--- config.mk ---
export PLATFORM = sky130hd
export DESIGN_NAME = fetch_queue
export DESIGN_NICKNAME = d
export VERILOG_FILES = /design/src/rtl/fetch_queue.sv
export SDC_FILE = /design/constraint.sdc
export NUM_CORES = 1
export LEC_CHECK = 0
export BUFFER_PORTS_ARGS = -buffer_cell sky130_fd_sc_hd__buf_2
export CELL_PAD_IN_SITES_DETAIL_PLACEMENT = 1
export CELL_PAD_IN_SITES_GLOBAL_PLACEMENT = 2
export CORE_UTILIZATION = 45
export CTS_BUF_LIST = sky130_fd_sc_hd__clkbuf_2 sky130_fd_sc_hd__clkbuf_4 sky130_fd_sc_hd__clkbuf_8
export DETAILED_ROUTE_END_ITERATION = 10
export PLACE_DENSITY = 0.87
export SYNTH_ARGS = -nofsm -noshare
export SYNTH_HDL_FRONTEND = slang
export SYNTH_SLANG_ARGS = --single-unit
--- constraint.sdc ---
create_clock -name clk -period 5.2 [get_ports clk]
set_clock_uncertainty 0.2 [all_clocks]
set_input_delay 0.26 -clock clk [delete_from_list [all_inputs] [get_ports clk]]
set_output_delay 0.26 -clock clk [all_outputs]
set_load 0.05 [all_outputs]
--- src/rtl/fetch_queue.sv ---
// fetch_queue: in-order instruction fetch with credit-limited requests and a DEPTH-entry decode FIFO (optional FQ_PERF_EN starve counter)
module fetch_queue #(
  parameter logic [31:0] RESET_PC = 32'h0000_0000,
  parameter int          DEPTH    = 4
) (
  input  logic        clk,
  input  logic        res,
  input  logic        redirect_valid,
  input  logic [31:0] redirect_pc,
  output logic        imem_req_valid,
  output logic [31:0] imem_req_addr,
  input  logic        imem_req_ready,
  input  logic        imem_rsp_valid,
  input  logic [31:0] imem_rsp_data,
  output logic        if_valid,
  output logic [31:0] if_pc,
  output logic [31:0] if_instr,
  input  logic        if_ready
`ifdef FQ_PERF_EN
  ,
  output logic [31:0] perf_starve_cnt
`endif
);
  localparam int AW = $clog2(DEPTH);
  localparam int CW = 16;
  logic [31:0]   fetch_pc;
  logic [31:0]   q_pc    [DEPTH];
  logic [31:0]   q_instr [DEPTH];
  logic [AW-1:0] q_wr, q_rd;
  logic [AW:0]   q_cnt;
  logic [31:0]   a_pc    [DEPTH];
  logic [AW-1:0] a_wr, a_rd;
  logic [AW:0]   a_cnt;
  logic [CW-1:0] out_cnt, drop_cnt;
  logic [AW+1:0] credit;
  logic          req_fire, rsp_ok, rsp_keep, pop;
  // a_cnt tracks only live (non-dropped) requests, so occupancy plus a_cnt is the credit in use
  always_comb begin
    credit         = {1'b0, q_cnt} + {1'b0, a_cnt};
    imem_req_valid = !res && !redirect_valid && (credit < (AW+2)'(DEPTH));
    imem_req_addr  = res ? 32'h0 : fetch_pc;
    req_fire       = imem_req_valid && imem_req_ready;
    rsp_ok         = imem_rsp_valid && (out_cnt != '0);
    rsp_keep       = rsp_ok && (drop_cnt == '0) && !redirect_valid;
    if_valid       = !res && !redirect_valid && (q_cnt != '0);
    if_pc          = res ? 32'h0 : q_pc[q_rd];
    if_instr       = res ? 32'h0 : q_instr[q_rd];
    pop            = if_valid && if_ready;
  end
  // storage for issued addresses and buffered {pc, instr} entries
  always_ff @(posedge clk) begin
    if (req_fire) a_pc[a_wr] <= fetch_pc;
    if (rsp_keep) begin
      q_pc[q_wr]    <= a_pc[a_rd];
      q_instr[q_wr] <= imem_rsp_data;
    end
  end
  // fetch address, pointers, in-flight and drop counters; redirect outranks everything but reset
  always_ff @(posedge clk) begin
    if (res) begin
      fetch_pc <= RESET_PC;
      q_wr     <= '0;
      q_rd     <= '0;
      q_cnt    <= '0;
      a_wr     <= '0;
      a_rd     <= '0;
      a_cnt    <= '0;
      out_cnt  <= '0;
      drop_cnt <= '0;
    end else if (redirect_valid) begin
      fetch_pc <= redirect_pc & ~32'h3;
      q_wr     <= '0;
      q_rd     <= '0;
      q_cnt    <= '0;
      a_wr     <= '0;
      a_rd     <= '0;
      a_cnt    <= '0;
      out_cnt  <= out_cnt - CW'(rsp_ok);
      drop_cnt <= out_cnt - CW'(rsp_ok);
    end else begin
      if (req_fire) begin
        fetch_pc <= fetch_pc + 32'd4;
        a_wr     <= a_wr + AW'(1);
      end
      if (rsp_keep) begin
        a_rd <= a_rd + AW'(1);
        q_wr <= q_wr + AW'(1);
      end
      if (pop) q_rd <= q_rd + AW'(1);
      a_cnt    <= a_cnt + (AW+1)'(req_fire) - (AW+1)'(rsp_keep);
      q_cnt    <= q_cnt + (AW+1)'(rsp_keep) - (AW+1)'(pop);
      out_cnt  <= out_cnt + CW'(req_fire) - CW'(rsp_ok);
      drop_cnt <= drop_cnt - CW'(rsp_ok && (drop_cnt != '0));
    end
  end
`ifdef FQ_PERF_EN
  // counts cycles where decode was ready but nothing was buffered
  always_ff @(posedge clk) begin
    if (res) perf_starve_cnt <= '0;
    else if (if_ready && (q_cnt == '0) && !redirect_valid) perf_starve_cnt <= perf_starve_cnt + 32'd1;
  end
`endif
  rsp_without_req: assert property (@(posedge clk) disable iff (res) !(imem_rsp_valid && (out_cnt == '0)));
endmodule

# After elaboration in Yosys (flattened, before gate mapping)
# Memory sizes are Yosys's and may differ from the RTL's. A register that Yosys moved wholly into a read port is not among the register bits.
# Cells that the tools add are included.
# classes
add_sub_neg	14
n_lt_le_gt_ge	1
mux	17
n_reduce_logical	17
# op_table
operator	n
32-bit two-way mux	5
16-bit by 1-bit subtractor with 16-bit output	3
32-bit by 3-bit adder with 32-bit output, second input constant	1
16-bit two-way mux	2
16-bit nonzero test	2
16-bit by 1-bit adder with 16-bit output	1
16-bit logical NOT	1
2-bit two-way mux	6
1-bit logical AND	9
2-bit by 1-bit adder with 2-bit output, second input constant	4
3-bit by 1-bit adder with 3-bit output	2
3-bit by 1-bit subtractor with 3-bit output	2
3-bit by 3-bit adder with 4-bit output	1
4-bit by 3-bit < comparator with 1-bit output, second input constant	1
1-bit two-way mux	4
3-bit nonzero test	1
1-bit logical NOT	2
2-bit nonzero test	1
2-bit OR reduction	1
# totals
regBits	78
mem_bits_rw	384
input_bits	70
out_inout_bits	98
elab_cells	62
mem_count	3
# memory_table
memory	words	word_bits	rd	rd_clocked_by_memory_dff	wr	line_no	text
a_pc	4	32	1	1	1	31	logic [31:0] a_pc [DEPTH];
q_instr	4	32	1	1	1	28	logic [31:0] q_instr [DEPTH];
q_pc	4	32	1	1	1	27	logic [31:0] q_pc [DEPTH];

# Longest topological paths before layout
# Gate-level depths: netlist (run 1).
# logic_depth
depth_word	7
ltp_mapped	17

# Least setup slack after synthesis (run 1)
# No wires, ideal clock.
# synth_path
path_type	register to register
from	reg q_cnt[1]
to	reg out_cnt[14]
t_arrival_ns	3.997
required_time_ns	4.885
setup_slack_ns	0.888
stages_incl_launch_ff	18
cell_sequence	dfxtp_1 > ha_1 > a31oi_1 > and4_1 > inv_1 > clkbuf_1 > clkbuf_1 > ha_1 > inv_1 > ha_1 > inv_1 > fa_1 > or2_2 > a221oi_1 > a31o_2 > o211ai_1 > and4_1 > a2111oi_0
# synth_via
elab_chain_cells	7
# synth_lines
element	line_no	text
from (decl)	30	logic [AW:0] q_cnt;
from (signal assigned)	91	q_cnt <= q_cnt + (AW+1)'(rsp_keep) - (AW+1)'(pop);
3-bit by 3-bit adder with 4-bit output	39	credit = {1'b0, q_cnt} + {1'b0, a_cnt};
4-bit by 3-bit < comparator with 1-bit output	40	imem_req_valid = !res && !redirect_valid && (credit < (AW+2)'(DEPTH));
1-bit logical AND	40	
1-bit logical AND	42	req_fire = imem_req_valid && imem_req_ready;
16-bit by 1-bit adder with 16-bit output	92	out_cnt <= out_cnt + CW'(req_fire) - CW'(rsp_ok);
16-bit by 1-bit subtractor with 16-bit output	92	
16-bit two-way mux	70	end else if (redirect_valid) begin
to (signal assigned)	78	out_cnt <= out_cnt - CW'(rsp_ok);
to (signal assigned)	92	
to (decl)	34	logic [CW-1:0] out_cnt, drop_cnt;
# Every way passes these cells.
# A chain may end at the register's enable or synchronous reset.

# Final worst setup path (run 1)
# layout_path
from	reg out_cnt[9]
to	reg out_cnt[14]
# layout_via
elab_chain_cells	4
elab_cells_between_ends	6
classes_between	3 x add/sub; 1 x mux; 2 x reduce/logical
# layout_lines
element	line_no
branches (longest 3 deep; another with 16-bit by 1-bit adder with 16-bit output)	--
16-bit two-way mux (*)	70
# Every way passes the cells marked *.

==> metrics.md, run 1 <==
| Metric | Value |
|---|---|
| Reg2Reg Depth | `16` |
| Critical Path Source Type | `flop` |
| Critical path type | `flop to flop` |
| IO Pins | `168` |
| Yosys warnings | `0` |
| Area grow syn2layout | `18.9%` |
| Sink Count | `448` |
| Maximum VDD drop | `266 µV` |
| Setup tns final | `0 ps` |
| Setup violators final | `0` |
| Starting DRT DRC Count | `604` |
| Clock share of power | `35.8%` |
| GRT overflow | `0` |
| Crit. End Element | `flop` |
| Combinational Power Share | `17.8%` |
| Max clock buf depth | `3` |
| Reg2reg start | `out_cnt[9]` |
| Final Hold Viols | `0` |
| Status | `complete, no violations` |
| Met3 usage | `4.09%` |
| Vias in the first global route | `12500` |
| Reg-to-reg critical path endpoint | `out_cnt[14]` |
| Cell variety after synth | `60` |
| Synth Cell Area | `19100 µm²` |
| Fillcell total | `4118` |
| Initial antenna violation count | `2` |
| Synth Instances | `1229` |
| DP HPWL | `29400 µm` |
| Hold worst-path end | `a_wr[1]` |
| Vert. Die Dim | `208 µm` |
| Clock Latency Late Sink | `630 ps` |
| First-pass GRT wire length | `72900 µm` |
| Reg power frac | `46.4%` |
| Gpl congestion | `0.797` |
| DIE AREA | `43200 µm²` |
| Crit-path max FO | `5` |
| Worst-Margin Slew | `918 ps` |
| Final min period | `4650 ps` |
| Fin crit share | `89.5%` |
| Die X | `208 µm` |
| Max Freq | `215 MHz` |
| Max-cap violation count | `0` |
| Yosys reg bits | `448` |
| Leak | `7.94 nW` |
| Post-place setup slack | `352 ps` |
| Cell Pwr Density | `389 nW/µm²` |
| H-tree depth | `3` |
| Worst Hold Class | `input port to flop` |
| Gr usage total | `22.3%` |
| Final nets | `1618` |
| TritonCTS clock tree | `done` |
| Setup bufs post-CTS | `0` |
| Int Pwr | `6.37 mW` |
| Post-synth ARST share | `0%` |
| Core area | `41900 µm²` |
| Setup ws final | `548 ps` |
| Largest net degree at the start of global routing | `140` |
| Max Slew Vio Count | `0` |
| Post-synth EDFFs | `368` |
| Pre-antenna DRT Iters | `5` |
| Total CTS buffers | `75` |
| Clock Pin Slew Worst Setup and Hold Paths | `60 ps` |
| GR met1 Demand/Resource | `27.5%` |
| WP data arrival | `4910 ps` |
| Top_reg_cell synth | `edfxtp_1` |
| Hold-critical path depth | `5` |
| Clock root buffer | `clkbuf_8` |
| Share of cells above drive strength 1 | `26.6%` |
| Met2 usage | `39.3%` |
| Slew HR | `38.8%` |
| Final Power | `8.84 mW` |
| Vias/cell | `5.44` |
| DR DRC count | `0` |
| WL per Instance | `22.7 µm` |
| I/O Buffers | `161` |
| Area of placed instances | `20500 µm²` |
| Final Cell Area | `22700 µm²` |
| Required @ worst endpoint | `5460 ps` |
| Final WL | `47300 µm` |
| Register area share after synthesis | `66.3%` |
| Final ANT Viol Nets | `0` |
| Initial Util | `45.6%` |
| Synth Area per Inst | `15.5 µm²` |
| RSZ-0062 raised after global routing | `no` |
| GR peak layer | `met2` |
| Sw Share | `28.0%` |
| Final core occ | `54.2%` |
| Site Rows | `75` |
| Hold path start | `imem_req_ready` |
| DR vias | `11300` |
| FF-to-FF setup slack | `550 ps` |
| Sw power | `2.47 mW` |
[cell type report]
| cell class | count | area, µm² | share of cell area (%) |
|---|---|---|---|
| multi-input cells | 679 | 6040 | 26.6 |
| inverters | 46 | 173 | 0.761 |
| clock inverters | 26 | 198 | 0.871 |
| flip-flops and latches | 448 | 12700 | 55.8 |
| well taps | 539 | 674 | 2.97 |
| clock buffers | 106 | 1320 | 5.80 |
| repair buffers | 240 | 1630 | 7.18 |
| diodes | 1 | 2.50 | 0.0110 |
[worst max-delay path, cell delays in order (launching register included)]
cell	delay [ps]
dfxtp_1	310
inv_1	160
ha_1	230
nand4b_1	130
o41ai_2	510
inv_1	140
ha_1	300
inv_1	60
ha_1	180
inv_1	70
fa_1	400
or2_2	320
a221oi_1	460
a31o_2	280
o211ai_1	130
and4_1	220
a2111oi_0	390
[Yosys cell counts, types with 7 or more instances]
library cell	n	area share, %
xnor2_1	44	2.0
dfxtp_1	80	8.4
nand4_1	8	0.26
nand2b_1	8	0.26
o21ai_0	24	0.63
edfxtp_1	368	58
nor2_1	67	1.3
xor2_1	10	0.46
nor3_1	13	0.34
a211oi_1	11	0.43
nor4_1	9	0.30
inv_1	46	0.90
mux4_2	92	11
and4_1	7	0.32
a21boi_0	15	0.59
ha_1	55	3.6
buf_2	9	0.24
and2_1	13	0.43
clkbuf_1	39	0.77
nor2b_1	101	3.3
a31oi_1	9	0.30
buf_1	7	0.14
nand3_1	18	0.47
nand2_1	56	1.1
a21oi_1	49	1.3
[how the worst max path moves through the flow]
| stage | start | end | slack (ps) |
|---|---|---|---|
| CTS | out_cnt[9] | out_cnt[14] | 300 |
| detailed placement | out_cnt[9] | out_cnt[14] | 350 |
| floorplan | q_cnt[1] | out_cnt[14] | 890 |
| global placement | out_cnt[8] | out_cnt[14] | 500 |
| finish | out_cnt[9] | out_cnt[14] | 550 |
| global route | out_cnt[9] | out_cnt[14] | 140 |
[metrics by stage]
step	instances	hold WS, ps
after floorplan	1232	159
after global placement	1886	271
after detailed placement	1886	278
after CTS	2084	134
after global routing	2085	161
final	2085	155
[power groups by stage]
stage,Combinational [mW],Sequential [mW],Clock (mW)
5_1_grt,1.75,4.12,3.39
3_3_place_gp,1.50,4.16,0
2_1_floorplan,1.15,4.14,0
6_report,1.57,4.10,3.16
4_1_cts,1.58,4.10,3.23
3_5_place_dp,1.53,4.17,0
[flip-flops by register name, indices dropped and copies added (netlist names), named ones only]
signal / flops
drop_cnt: 16
a_rd: 2
a_wr: 2
q_instr: 128
out_cnt: 16
a_cnt: 3
q_wr: 2
q_rd: 2
q_cnt: 3
a_pc: 120
q_pc: 120
fetch_pc: 30
[per-layer routing]
layer	vias to the layer above	wire, µm
met2	293	24300
met5	-	13
met1	5802	19500
met4	2	1160
li1	5171	-
met3	80	2220
[cell families after synthesis]
group           synth area share (%)
flops                           66.3
simple gates                    9.04
compound gates                  4.71
buf+inv                         2.20
mux                             11.3
fa+ha+maj                       3.92
xor+xnor                        2.48
other cells                   0.0197
[cell usage in the layout (no fill, tap or decap), types with 5 or more instances in the layout]
cell type / instances
xor2_1: 10
clkinv_1: 12
nor3_1: 13
xnor2_1: 44
buf_4: 9
a21boi_0: 15
clkbuf_4: 23
a211oi_1: 11
edfxtp_1: 368
and3_1: 5
dfxtp_1: 76
and2_1: 5
buf_2: 160
and2_2: 8
and4_1: 7
a21oi_1: 49
clkinv_2: 6
clkbuf_8: 83
nand2_1: 56
nand3_1: 18
nand2b_1: 8
inv_1: 46
o211ai_1: 5
o21ai_0: 24
mux4_2: 92
ha_1: 55
nor2_1: 67
nor2b_1: 101
dlygate4sd3_1: 66
buf_12: 5
nand4_1: 8
nor4_1: 9
a31oi_1: 9
[repair_timing]
action / 4_1_cts / 5_1_grt
endpoints found under the setup margin: 0 / 1
endpoints found under the hold margin: 166 / 0
hold buffers: 66 / 0
gates resized for setup: 0 / 1
No activity file was read; power rests on OpenSTA's default activity.
==> run 2: changes to the inputs <==
==> config.mk (replaced) <==
export PLATFORM = sky130hd
export DESIGN_NAME = fetch_queue
export DESIGN_NICKNAME = d
export VERILOG_FILES = /design/src/rtl/fetch_queue.sv
export SDC_FILE = /design/constraint.sdc
export NUM_CORES = 1
export LEC_CHECK = 0
export BUFFER_PORTS_ARGS = -buffer_cell sky130_fd_sc_hd__buf_2
export CORE_UTILIZATION = 62
export CTS_BUF_LIST = sky130_fd_sc_hd__clkbuf_2 sky130_fd_sc_hd__clkbuf_4 sky130_fd_sc_hd__clkbuf_8
export DETAILED_ROUTE_END_ITERATION = 10
export PLACE_DENSITY = 0.88
export SYNTH_ARGS = -nofsm -noshare
export SYNTH_HDL_FRONTEND = slang
export SYNTH_SLANG_ARGS = --single-unit
==> run 2 against run 1 <==
  * Wire length shrank 10%
  * Maximum frequency grew 1.6%
  * Die area shrank 27%
  * Via count grew 2.4%
  * Design area shrank 0.97%
  * Critical path depth grew 1
  * Clock power shrank 3%
  * Total power shrank 1.3%
  * Non-clock buffer count grew 7
  * Register-to-register slack gained 70 ps
  * Count of clock-buffer cells in the layout shrank 7
  * Setup slack gained 71 ps
  * Critical path type unchanged
  * Largest cell class unchanged
==> metrics.md, run 2 (synthesis results as in run 1) <==
| Metric | Value |
|---|---|
| DIE AREA | `31500 µm² (was 43200 µm²)` |
| Critical path depth | `17 (was 16)` |
| Vias/cell | `5.99 (was 5.44)` |
| Clock Latency Late Sink | `600 ps (was 630 ps)` |
| Hold-critical path depth | `6 (was 5)` |
| Status | `complete, no violations (unchanged)` |
| Area of placed instances | `20300 µm² (was 20500 µm²)` |
| Critical path type | `flop to flop (unchanged)` |
| Final ANT Viol Nets | `0 (unchanged)` |
| Share of cells above drive strength 1 | `26.5% (was 26.6%)` |
| Hold path start | `imem_rsp_valid (was imem_req_ready)` |
| Initial antenna violation count | `1 (was 2)` |
| GRT overflow | `0 (unchanged)` |
| Commonest non-fill, non-tap cell in the layout | `edfxtp_1 (unchanged)` |
| Final WL | `42400 µm (was 47300 µm)` |
| Crit. End Element | `flop (unchanged)` |
| Required @ worst endpoint | `5470 ps (was 5460 ps)` |
| Core area | `30000 µm² (was 41900 µm²)` |
| Max-cap violation count | `0 (unchanged)` |
| Site Rows | `63 (was 75)` |
| Setup tns final | `0 ps (unchanged)` |
| Final Hold Viols | `0 (unchanged)` |
| RSZ-0062 raised after global routing | `no (unchanged)` |
| DR vias | `11600 (was 11300)` |
| Reg2Reg Depth | `17 (was 16)` |
| Starting DRT DRC Count | `1273 (was 604)` |
| Die X | `177 µm (was 208 µm)` |
| IO Pins | `168 (unchanged)` |
| H-tree depth | `3 (unchanged)` |
| Largest register FFs | `128 (unchanged)` |
| CP peak stage delay | `580 ps (was 510 ps)` |
| Top flop regs | `q_instr: 128 flops, a_pc: 120 flops, q_pc: 120 flops (unchanged)` |
| Worst Hold Class | `input port to flop (unchanged)` |
| Slew HR | `38.4% (was 38.8%)` |
| Sink Count | `448 (unchanged)` |
| DR DRC count | `0 (unchanged)` |
| Area grow syn2layout | `17.7% (was 18.9%)` |
| DP HPWL | `26000 µm (was 29400 µm)` |
| I/O Buffers | `161 (unchanged)` |
| Crit path buffers/inverters | `5 (was 4)` |
| Fin crit share | `88.1% (was 89.5%)` |
| Final nets | `1621 (was 1618)` |
| Crit-path cells | `inv_1 > ha_1 > nand2_1 > o41ai_1 > buf_4 > inv_1 > ha_1 > inv_1 > ha_1 > inv_1 > fa_1 > or2_2 > a221oi_1 > a31o_2 > o211ai_1 > and4_1 > a2111oi_0 (was inv_1 > ha_1 > nand4b_1 > o41ai_2 > inv_1 > ha_1 > inv_1 > ha_1 > inv_1 > fa_1 > or2_2 > a221oi_1 > a31o_2 > o211ai_1 > and4_1 > a2111oi_0)` |
| Final min period | `4580 ps (was 4650 ps)` |
| Vert. Die Dim | `177 µm (was 208 µm)` |
| Most flop-heavy register | `q_instr (unchanged)` |
| Maximum VDD drop | `440 µV (was 266 µV)` |
| WL per Instance | `21.9 µm (was 22.7 µm)` |
| Hold worst-path end | `q_wr[0] (was a_wr[1])` |
| First-pass GRT wire length | `64200 µm (was 72900 µm)` |
| Most frequent cells in the layout | `368 x edfxtp_1, 160 x buf_2, 101 x nor2b_1, 92 x mux4_2, 76 x dfxtp_1 (was 368 x edfxtp_1, 160 x buf_2, 101 x nor2b_1, 92 x mux4_2, 83 x clkbuf_8)` |
| Total CTS buffers | `71 (was 75)` |
| Clock Pin Slew Worst Setup and Hold Paths | `60 ps (about the same)` |
| Reg-to-reg critical path endpoint | `out_cnt[14] (unchanged)` |
| TritonCTS clock tree | `done (unchanged)` |
| Crit-path max FO | `5 (unchanged)` |
| Top cell by count, worst path | `inv_1 (unchanged)` |
| Max Freq | `218 MHz (was 215 MHz)` |
| Pre-antenna DRT Iters | `7 (was 5)` |
| Clock root buffer | `clkbuf_8 (unchanged)` |
| Worst-Margin Slew | `924 ps (was 918 ps)` |
| Leak | `7.93 nW (was 7.94 nW)` |
| Setup bufs post-CTS | `0 (unchanged)` |
| Cell Pwr Density | `388 nW/µm² (was 389 nW/µm²)` |
| Final Cell Area | `22500 µm² (was 22700 µm²)` |
| Critical path's slowest cell | `a221oi_1 (was o41ai_2)` |
| Gpl congestion | `0.898 (was 0.797)` |
| Largest net degree at the start of global routing | `73 (was 140)` |
| Critical Path Source Type | `flop (unchanged)` |
| Max Slew Vio Count | `0 (unchanged)` |
| WP data arrival | `4850 ps (was 4910 ps)` |
| Gr usage total | `27.5% (was 22.3%)` |
| Max clock buf depth | `3 (unchanged)` |
| FF-to-FF setup slack | `620 ps (was 550 ps)` |
| Vias in the first global route | `11800 (was 12500)` |
| Reg2reg start | `out_cnt[13] (was out_cnt[9])` |
| Initial Util | `63.7% (was 45.6%)` |
| Top delay family on crit path | `compound AO/OA/AOI/OAI gates (unchanged)` |
| Setup violators final | `0 (unchanged)` |
==> run 2: cell type report <==
type	instances	area [µm²]
Antenna cell	1	2.50
Fill cell	1652	7480
Sequential cell	448	12700
Multi-Input combinational cell	679	6030
Clock buffer	99	1210
Timing Repair Buffer	247	1640
Inverter	46	173
Tap cell	390	488
Clock inverter	30	267
==> run 2: what timing repair did <==
item	CTS	global route
hold buffers	65	0
gates resized for setup	0	0
endpoints found under the hold margin	162	0
==> run 2: report_power, final <==
part           internal (mW)  switching, mW  total, mW  leakage [nW]
clock                   1.72           1.36       3.08         0.770
combinational          0.633          0.914       1.55          3.16
sequential              3.99          0.104       4.09          4.00
total                   6.34           2.38       8.72          7.93
==> run 2: how the worst max path moves through the flow <==
stage,start,end
after CTS,out_cnt[13],out_cnt[14]
after global routing,out_cnt[10],out_cnt[14]
after global placement,out_cnt[8],out_cnt[14]
after detailed placement,out_cnt[13],out_cnt[14]
final,out_cnt[13],out_cnt[14]
after floorplan,q_cnt[1],out_cnt[14]
==> run 2: through the flow <==
step / hold WS (ps) / setup WS (ps) / util, % / std cells / power (mW)
final: 110 / 619 / 75.0 / 1940 / 8.72
after global routing: 130 / 369 / 75.0 / 1940 / 9.04
after CTS: 75.5 / 714 / 75.0 / 1939 / 8.70
after detailed placement: 276 / 735 / 67.9 / 1745 / 5.64
after global placement: 270 / 902 / 67.9 / 1745 / 5.58
after floorplan: 159 / 888 / - / 1232 / 5.28
==> run 2: worst register-to-register path: stages (launching register included) <==
cell and delay (ps):
dfxtp_1 310, inv_1 150, ha_1 220, nand2_1 70, o41ai_1 440, buf_4 210, inv_1 60, ha_1 270
inv_1 60, ha_1 180, inv_1 70, fa_1 380, or2_2 310, a221oi_1 580, a31o_2 300, o211ai_1 130
and4_1 220, a2111oi_0 310
==> run 2: routing by layer <==
layer,GRT usage (%),vias to the layer above,wire length [µm]
met5,0,-,0
met4,12.2,0,1410
met3,5.06,115,3190
met2,45.9,564,21300
met1,35.4,5757,16500
li1,-,5180,-
